--- src/rtl/pc_fetch.sv ---
// PC register and single-outstanding instruction fetch sequencer (IDLE/REQ/WAIT/HOLD[/FAULT]).
// Optional PC_MISALIGN_CHK_EN: misaligned retire target parks the fetcher in FAULT until reset.
module pc_fetch #(
  parameter logic [31:0] RESET_PC = 32'h0000_0000
) (
  input  logic        clk,
  input  logic        rstn,
  input  logic [31:0] npc,
  input  logic        npc_valid,
  output logic        imem_req,
  output logic [31:0] imem_addr,
  input  logic        imem_gnt,
  input  logic        imem_rvalid,
  input  logic [31:0] imem_rdata,
  output logic [31:0] pc,
  output logic [31:0] inst,
  output logic        inst_valid,
  output logic [31:0] fetch_cnt,
  output logic        misalign
);

  localparam logic [31:0] NOP = 32'h0000_0013;

`ifdef PC_MISALIGN_CHK_EN
  typedef enum logic [2:0] {IDLE, REQ, WAIT, HOLD, FAULT} state_t;
`else
  typedef enum logic [2:0] {IDLE, REQ, WAIT, HOLD} state_t;
`endif

  state_t state;
  logic   misalign_q;

  // Low pc bits are kept for the core but never reach the memory port.
  assign imem_addr = {pc[31:2], 2'b00};
  assign misalign  = misalign_q;

  always_ff @(posedge clk or negedge rstn) begin
    if (!rstn) begin
      state      <= IDLE;
      pc         <= RESET_PC;
      imem_req   <= 1'b0;
      inst       <= NOP;
      inst_valid <= 1'b0;
      fetch_cnt  <= 32'd0;
      misalign_q <= 1'b0;
    end else begin
      case (state)
        IDLE: begin
          state    <= REQ;
          imem_req <= 1'b1;
        end
        REQ: begin
          if (imem_gnt) begin
            state    <= WAIT;
            imem_req <= 1'b0;
          end
        end
        WAIT: begin
          if (imem_rvalid) begin
            inst       <= imem_rdata;
            inst_valid <= 1'b1;
            fetch_cnt  <= fetch_cnt + 32'd1;
            state      <= HOLD;
          end
        end
        HOLD: begin
          if (npc_valid) begin
            pc         <= npc;
            inst_valid <= 1'b0;
`ifdef PC_MISALIGN_CHK_EN
            if (npc[1:0] != 2'b00) begin
              misalign_q <= 1'b1;
              imem_req   <= 1'b0;
              state      <= FAULT;
            end else begin
              imem_req <= 1'b1;
              state    <= REQ;
            end
`else
            imem_req <= 1'b1;
            state    <= REQ;
`endif
          end
        end
`ifdef PC_MISALIGN_CHK_EN
        FAULT: begin
          imem_req   <= 1'b0;
          inst_valid <= 1'b0;
        end
`endif
        default: begin
          state    <= IDLE;
          imem_req <= 1'b0;
        end
      endcase
    end
  end

endmodule

--- config.mk ---
export PLATFORM = sky130hd
export DESIGN_NAME = pc_fetch
export DESIGN_NICKNAME = d
export VERILOG_FILES = /design/src/rtl/pc_fetch.sv
export SDC_FILE = /design/constraint.sdc
export NUM_CORES = 1
export LEC_CHECK = 0
export BUFFER_PORTS_ARGS = -buffer_cell sky130_fd_sc_hd__buf_2
export CAP_MARGIN = 10
export CORE_UTILIZATION = 40
export CTS_CLUSTER_SIZE = 24
export DETAILED_ROUTE_END_ITERATION = 10
export GPL_ROUTABILITY_DRIVEN = 1
export PLACE_DENSITY = 0.76
export SLEW_MARGIN = 25
export SYNTH_ARGS = -nofsm -noshare
export SYNTH_HDL_FRONTEND = slang
export SYNTH_SLANG_ARGS = --single-unit
--- constraint.sdc ---
create_clock -name clk -period 1.9 [get_ports clk]
set_clock_uncertainty 0.2 [all_clocks]
set_input_delay 0.095 -clock clk [delete_from_list [all_inputs] [get_ports clk]]
set_output_delay 0.095 -clock clk [all_outputs]
set_load 0.005 [all_outputs]
==> impl_metrics.tcl, run 1 <==
set metrics [dict create \
    outcome "finished clean" \
    grt_max_degree 48 \
    ant_nets 0 \
    fin_crit_ps 1850 \
    critPathKind "flop to flop" \
    via_per_inst 4.72 \
    netlist_area_sq_um 4410 \
    timing.hold.ws_ps 8.81 \
    drt-total-wl_mm 10.7 \
    gp_congestion 0.785 \
    start_util_pct 42.0 \
    dieArea_sq_um 11500 \
    drtIter0Drc 95 \
    syn2layout_area_growth_pct 44.8 \
    critPathSlowestCell "dfrtp_1" \
    setup_viol 0 \
    grt_usage_pct 18.7 \
    rsz0062_at_grt "yes" \
    dpl_cell_area_sq_um 5410 \
    drc 0 \
    final_common_cell "buf_2" \
    worstPathMaxFanout 7 \
    path_delay_family "simple AND/OR/NAND/NOR gates" \
    setup.worst_path.start "fetch_cnt[12]" \
    overflow 0 \
    grt_pass1_vias 3495 \
    htreeDepth 3 \
    reg2reg_depth 4 \
    grt_first_pass_wirelength_mm 16.5 \
    vias 3388 \
    power.leakage_nw 3.30 \
    worst-path-stages 4 \
    cellPowerDensity_nw_per_um2 1210 \
    fin_crit_sh_pct 97.3 \
    ys_seq_elements 100 \
    drv_cap 0 \
    num_antenna_cells 0 \
    netlist_instances 330 \
    worstSetupEndpoint "fetch_cnt[21]" \
    clk_pin_slew_ps 100 \
    regToRegSetupSlack_ps 50 \
    cts_tree "built" \
    io_pins 200 \
    io_buffer_count 196 \
    cp.buffers_inverters 0 \
    end_kind "flop" \
    drv_slew 0 \
    dpl.hpwl_mm 7.14 \
    post-route-cell-area_sq_um 6390 \
    ys_warn_count 1 \
    rows 37 \
    crit_chain "and4_1 > nand2_1 > nor4_2 > xor2_1" \
    crit_path_max_incr_delay_ps 460 \
    avgSynthCellArea_sq_um 13.4 \
    first_pass_iters 4 \
    required_ps 1980 \
    die_x_um 107 \
    postCtsSetupBuffers 0 \
    rr_endpoint "fetch_cnt[21]" \
    r2r-start "fetch_cnt[12]" \
    cts.path.max_buffers 2 \
    nNetsFinal 651 \
    antenna_found_initial 0 \
    synth_cell_types 29 \
    min_path_type "input pin to asynchronous set/reset pin" \
    fmax_ghz 0.541 \
    clock_latency_ps 350 \
    ir_worst_vdd_v 0.000584 \
    clock-sinks 100 \
    finalHoldViolCount 0 \
    cts_buffers 9 \
    dieHeight_um 107 \
    routedWlPerCell_um 14.9 \
    critical_path_arrival_ps 1930 \
    seq_area_frac_synth_pct 56.8 \
    layout-drive-gt1-share_pct 54.1 \
    start_kind "flop" \
    final_cell_mix "buf_2 (195), dfrtp_1 (97), dlygate4sd3_1 (68), mux2_2 (66), xor2_1 (20)" \
    core_sq_um 10500 \
    cts_root_buffer "clkbuf_8" \
]
## cell type report
class,count,area [sq um]
well taps,136,170
flip-flops and latches,100,2510
repair buffers,276,1800
fillers,808,4120
multi-input cells,179,1670
clock inverters,5,61.3
clock buffers,11,141
inverters,11,41.3
## metrics by stage
step	power (W)	worst slack, ps	std cells	util (%)	TNS [ps]
global route	0.00822	-39.2	718	60.8	-110
floorplan	0.00516	17.2	332	-	0
finish	0.00770	51.4	718	60.8	0
detailed placement	0.00624	43.7	634	51.5	0
CTS	0.00774	21.5	718	59.9	0
global placement	0.00609	123	634	51.5	0
## flip-flops by register name, indices dropped and copies added (netlist names)
signal	count
inst	32
fetch_cnt	32
state	2
imem_req	1
inst_valid	1
pc	32
## cells by family (layout without fill, tap and decap cells)
kind of cell             count (synthesis)  after routing  synth area share, %
AO/OA/AOI/OAI                            5              5                0.596
XOR/XNOR                                31             31                 6.15
adder cells (fa/ha/maj)                  5              5                 1.42
buffers and inverters                   53            303                 7.54
flip-flops                             100            100                 56.8
multiplexers                            68             68                 17.3
other                                    1              3               0.0850
AND/OR/NAND/NOR                         67             67                 10.1
## Yosys cell counts (all sizes together)
master | count | area, sq um
o22ai | 1 | 6.26
nand3 | 11 | 55.1
mux2i | 2 | 20.0
buf | 42 | 292
and4 | 4 | 37.5
nor4 | 11 | 125
mux2 | 66 | 743
dfstp | 3 | 78.8
xnor2 | 11 | 96.3
or2 | 1 | 6.26
and3 | 5 | 31.3
ha | 5 | 62.6
o21ai | 2 | 10.0
inv | 11 | 41.3
dfrtp | 97 | 2430
conb | 1 | 3.75
and2 | 3 | 18.8
nand4 | 6 | 65.1
nor2 | 5 | 18.8
nand2 | 14 | 52.6
nor3 | 7 | 35.0
a21oi | 2 | 10.0
xor2 | 20 | 175
## power breakdown
part	internal, W	switching (W)	total [W]
sequential	0.00294	0.000509	0.00345
combinational	0.00173	0.00116	0.00288
clock	0.000651	0.000719	0.00137
## worst reg2reg max path, cell delays in order, from the launching register on
cell and delay (ps):
dfrtp_1 460, and4_1 320, nand2_1 280, nor4_2 350
xor2_1 180
## repair_timing
action / in CTS / in global routing
endpoints found under the hold margin: 167 / 0
hold buffers: 68 / 0
endpoints found under the setup margin: 0 / 15
resized for setup: 0 / 18
## metal layers
metal	share of wire, %	global-route usage (%)	vias to the layer above	routed length [um]
li1	-	-	1592	-
met1	39	20.2	1631	4130
met2	53	35.2	148	5710
met3	5.9	3.47	17	637
met4	2.2	8.61	0	236
met5	0	0	-	0
## worst min-delay path by stage
stage / startpoint / endpoint / slack (ps) / depth (start not counted)
after global routing: rstn / fetch_cnt[24] / 30 / 2
final: rstn / fetch_cnt[24] / 9 / 2
after floorplan: rstn / fetch_cnt[0] / -400 / 0
after CTS: rstn / fetch_cnt[24] / 4 / 2
after global placement: rstn / fetch_cnt[26] / -150 / 1
after detailed placement: rstn / fetch_cnt[24] / -140 / 1
Power figures use the tool's default switching activity.
==> run 2, diff against run 1 <==
==> constraint.sdc (replaced) <==
create_clock -name clk -period 1.9 [get_ports clk]
set_clock_uncertainty 0.2 [all_clocks]
set_input_delay 0 -clock clk [delete_from_list [all_inputs] [get_ports clk]]
set_output_delay 0 -clock clk [all_outputs]
set_load 0.005 [all_outputs]
==> impl_metrics.tcl, run 2 (same netlist as run 1, synthesis figures left out) <==
set metrics [dict create \
    fin_crit_ps 1820 \
    dieArea_sq_um 11500 \
    critPathMostFrequentCell "buf_4" \
    cts_root_buffer "clkbuf_8" \
    required_ps 1950 \
    vias 3414 \
    setup-tns-final_ps 0 \
    drv_cap 0 \
    rows 37 \
    fmax_ghz 0.551 \
    grt_usage_pct 18.5 \
    overflow 0 \
    start_util_pct 42.0 \
    critical_path_arrival_ps 1870 \
    crit_chain "buf_4 > ha_1 > nand2_1 > buf_4 > mux2_2" \
    clock_latency_ps 360 \
    drt-total-wl_mm 10.7 \
    grt_max_degree 56 \
    critPathKind "flop to flop" \
    io_pins 200 \
    layout-drive-gt1-share_pct 54.8 \
    multi_input_area_sq_um 1680 \
    gp_congestion 0.809 \
    timing.hold.ws_ps 9.30 \
    io_buffer_count 196 \
    via_per_inst 4.74 \
    drc 0 \
    min_path_type "input pin to asynchronous set/reset pin" \
    num_antenna_cells 0 \
    start_kind "flop" \
    top_regs "fetch_cnt (32), inst (32), pc (32)" \
    dpl_cell_area_sq_um 5410 \
    antenna_found_initial 0 \
    maxSlewHeadroom_pct 60.1 \
    nNetsFinal 653 \
    dpl.hpwl_mm 6.94 \
    die_x_um 107 \
    first_pass_iters 4 \
    cts_tree "built" \
    postCtsSetupBuffers 0 \
    routedWlPerCell_um 14.8 \
    setup_viol 0 \
    grt_first_pass_wirelength_mm 16.4 \
    final_cell_mix "buf_2 (195), dfrtp_1 (96), dlygate4sd3_1 (70), mux2_2 (66), xor2_1 (20)" \
    syn2layout_area_growth_pct 45.7 \
    clk_pin_slew_ps 100 \
    fin_crit_sh_pct 95.6 \
    cts_buffers 9 \
    seq_area_sq_um 2510 \
    clock-sinks 100 \
    worstPathMaxFanout 10 \
    end_kind "flop" \
    ant_nets 0 \
    core_sq_um 10500 \
    drtIter0Drc 82 \
    post-route-cell-area_sq_um 6430 \
    ir_worst_vdd_v 0.000696 \
    cellPowerDensity_nw_per_um2 1200 \
    fin_util_pct 61.2 \
    setup_ws_ps 83.9 \
    fill_cells 811 \
    critPathSlowestCell "dfrtp_1" \
    htreeDepth 3 \
    grt_pass1_vias 3521 \
    final_common_cell "buf_2" \
    crit_path_max_incr_delay_ps 410 \
    dieHeight_um 107 \
    drv_slew 0 \
    outcome "finished clean" \
    finalHoldViolCount 0 \
    power.leakage_nw 3.28 \
    cts.path.max_buffers 2 \
    worst_slew_pin_slew_ps 596 \
    pre_cts_slack_ps 33.0 \
]
==> run 2: what timing repair did <==
action	4_1_cts	5_1_grt
resized for setup	0	25
setup endpoints to repair	0	20
endpoints found under the hold margin	169	0
hold buffers	70	0
==> run 2: routing by layer <==
metal	GRT usage [%]	vias to the layer above	share of wire, %
met2	35.3	146	54
met3	3.71	19	6.0
met1	19.4	1654	38
met4	8.61	0	2.4
li1	-	1595	-
met5	0	-	0
==> run 2: through the flow <==
stage	total power (W)	std cells
3_3_place_gp	0.00610	634
5_1_grt	0.00825	720
4_1_cts	0.00777	720
6_report	0.00774	720
3_5_place_dp	0.00623	634
2_1_floorplan	0.00516	332
==> run 2: report_power, final <==
part	leakage (nW)	internal [W]	switching [W]
Clock	0.0984	0.000629	0.000768
Combinational	1.96	0.00174	0.00116
Sequential	1.22	0.00294	0.000511
==> run 2: final timing paths <==
check | cells after the start | from | to | slack (ps)
worst max-delay path | 5 | state[0] | pc[18] | 80
min in group clk | 3 | npc[6] | pc[6] | 200
max in group asynchronous | 3 | rstn | fetch_cnt[4] | 580
worst max register to register | 5 | state[0] | pc[18] | 80
worst min-delay path | 3 | rstn | pc[12] | 9
worst min register to register | 1 | fetch_cnt[29] | fetch_cnt[29] | 280
==> run 2: critical path, delay by kind of cell, from the launching register on <==
kind,cells,cell delay (ps)
buffers and inverters,2,370
AND/OR/NAND/NOR,1,150
adder cells (fa/ha/maj),1,220
multiplexers,1,360
flip-flops,1,410
==> run 2: area by class of cell <==
type	count	share of cell area, %
Sequential cell	100	39.0
Timing Repair Buffer	278	28.3
Inverter	11	0.642
Multi-Input combinational cell	179	26.2
Clock inverter	7	1.28
Tap cell	136	2.65
Clock buffer	9	1.93
==> run 3, diff against run 2 <==
--- a/config.mk
+++ b/config.mk
@@ -11,6 +11,7 @@
 export CTS_CLUSTER_SIZE = 24
 export DETAILED_ROUTE_END_ITERATION = 10
 export GPL_ROUTABILITY_DRIVEN = 1
+export MAX_ROUTING_LAYER = met4
 export PLACE_DENSITY = 0.76
 export SLEW_MARGIN = 25
 export SYNTH_ARGS = -nofsm -noshare
==> impl_metrics.tcl, run 3 (same netlist as run 1, synthesis figures left out) <==
set metrics [dict create \
    fin_util_pct 61.2 \
    drc 0 \
    post-route-cell-area_sq_um 6430 \
    die_x_um 107 \
    io_buffer_count 196 \
    clock_latency_ps 360 \
    timing.hold.ws_ps 9.60 \
    wl_met1_mm 4.05 \
    via_per_inst 4.75 \
    grt_usage_pct 19.1 \
    critPathKind "flop to flop" \
    final_cell_mix "buf_2 (195), dfrtp_1 (96), dlygate4sd3_1 (70), mux2_2 (66), xor2_1 (20)" \
    ir_worst_vdd_v 0.000696 \
    cts_root_buffer "clkbuf_8" \
    dieHeight_um 107 \
    finalHoldViolCount 0 \
    first_pass_iters 4 \
    dpl.hpwl_mm 6.94 \
    top_layer "met4" \
    power.leakage_nw 3.28 \
    routedWlPerCell_um 14.7 \
    fmax_ghz 0.550 \
    layout-drive-gt1-share_pct 54.8 \
    grt_first_pass_wirelength_mm 16.4 \
    setup_viol 0 \
    wl_met2_mm 5.74 \
    min_path_type "input pin to asynchronous set/reset pin" \
    htreeDepth 3 \
    fin_crit_ps 1820 \
    end_kind "flop" \
    cellPowerDensity_nw_per_um2 1200 \
    drtIter0Drc 78 \
    overflow 0 \
    core_sq_um 10500 \
    gp_congestion 0.821 \
    cts_tree "built" \
    cts_buffers 9 \
    grt_pass1_vias 3512 \
    start_kind "flop" \
    fin_crit_sh_pct 95.7 \
    antenna_found_initial 0 \
    start_util_pct 42.0 \
    drv_cap 0 \
    nNetsFinal 653 \
    io_pins 200 \
    worstPathMaxFanout 10 \
    drt-total-wl_mm 10.6 \
    dieArea_sq_um 11500 \
    clock-sinks 100 \
    final_common_cell "buf_2" \
    top_regs "fetch_cnt (32), inst (32), pc (32)" \
    maxSlewHeadroom_pct 60.1 \
    ant_nets 0 \
    rows 37 \
    drv_slew 0 \
    clk_pin_slew_ps 100 \
    num_antenna_cells 0 \
    outcome "finished clean" \
    required_ps 1950 \
    critical_path_arrival_ps 1870 \
    worst_slew_pin_slew_ps 596 \
    met3_length_um 562 \
    cts.path.max_buffers 2 \
    dpl_cell_area_sq_um 5410 \
    vias 3417 \
    postCtsSetupBuffers 0 \
    syn2layout_area_growth_pct 45.7 \
    grt_max_degree 56 \
]
[run 3: worst paths after layout]
kind,cells past startpoint,endpoint,from,slack [ps]
setup / recovery,5,pc[18],state[0],80
hold / removal,3,pc[12],rstn,10
hold reg to reg,1,fetch_cnt[29],fetch_cnt[29],280
min in group clk,3,pc[6],npc[6],200
setup reg to reg,5,pc[18],state[0],80
max in group asynchronous,3,fetch_cnt[4],rstn,580
[run 3: cell type report]
type | instances | area, sq um
Timing Repair Buffer | 278 | 1820
Inverter | 11 | 41.3
Multi-Input combinational cell | 179 | 1680
Clock buffer | 9 | 124
Sequential cell | 100 | 2510
Tap cell | 136 | 170
Fill cell | 811 | 4080
Clock inverter | 7 | 82.6
[run 3: repair_timing]
item                       in CTS  in global routing
setup endpoints to repair       0                 20
resized for setup               0                 25
hold endpoints to repair      169                  0
hold buffers                   70                  0
[run 3: per-stage QoR]
stage | TNS [ps] | power, W | instances | worst slack [ps]
final | 0 | 0.00774 | 720 | 81.7
after global routing | -40.7 | 0.00825 | 720 | -30.8
after CTS | 0 | 0.00777 | 720 | 0.803
after detailed placement | 0 | 0.00623 | 634 | 33.0
after global placement | 0 | 0.00610 | 634 | 114
after floorplan | 0 | 0.00516 | 332 | 17.2
[run 3: routing by layer]
metal  track usage [%]  vias to the layer above
met2              35.2                      144
met5                 -                        -
li1                  -                     1595
met4              8.61                        0
met3              3.10                       19
met1              20.0                     1659
[run 3: worst max-delay path, cell delays in order, from the launching register on]
cell     delay [ps]
dfrtp_1         410
buf_4           160
ha_1            220
nand2_1         150
buf_4           210
mux2_2          360
[run 3: report_power, final]
part           switching, W  internal, W
clock              0.000770     0.000629
combinational       0.00115      0.00174
sequential         0.000509      0.00294
total               0.00243      0.00530
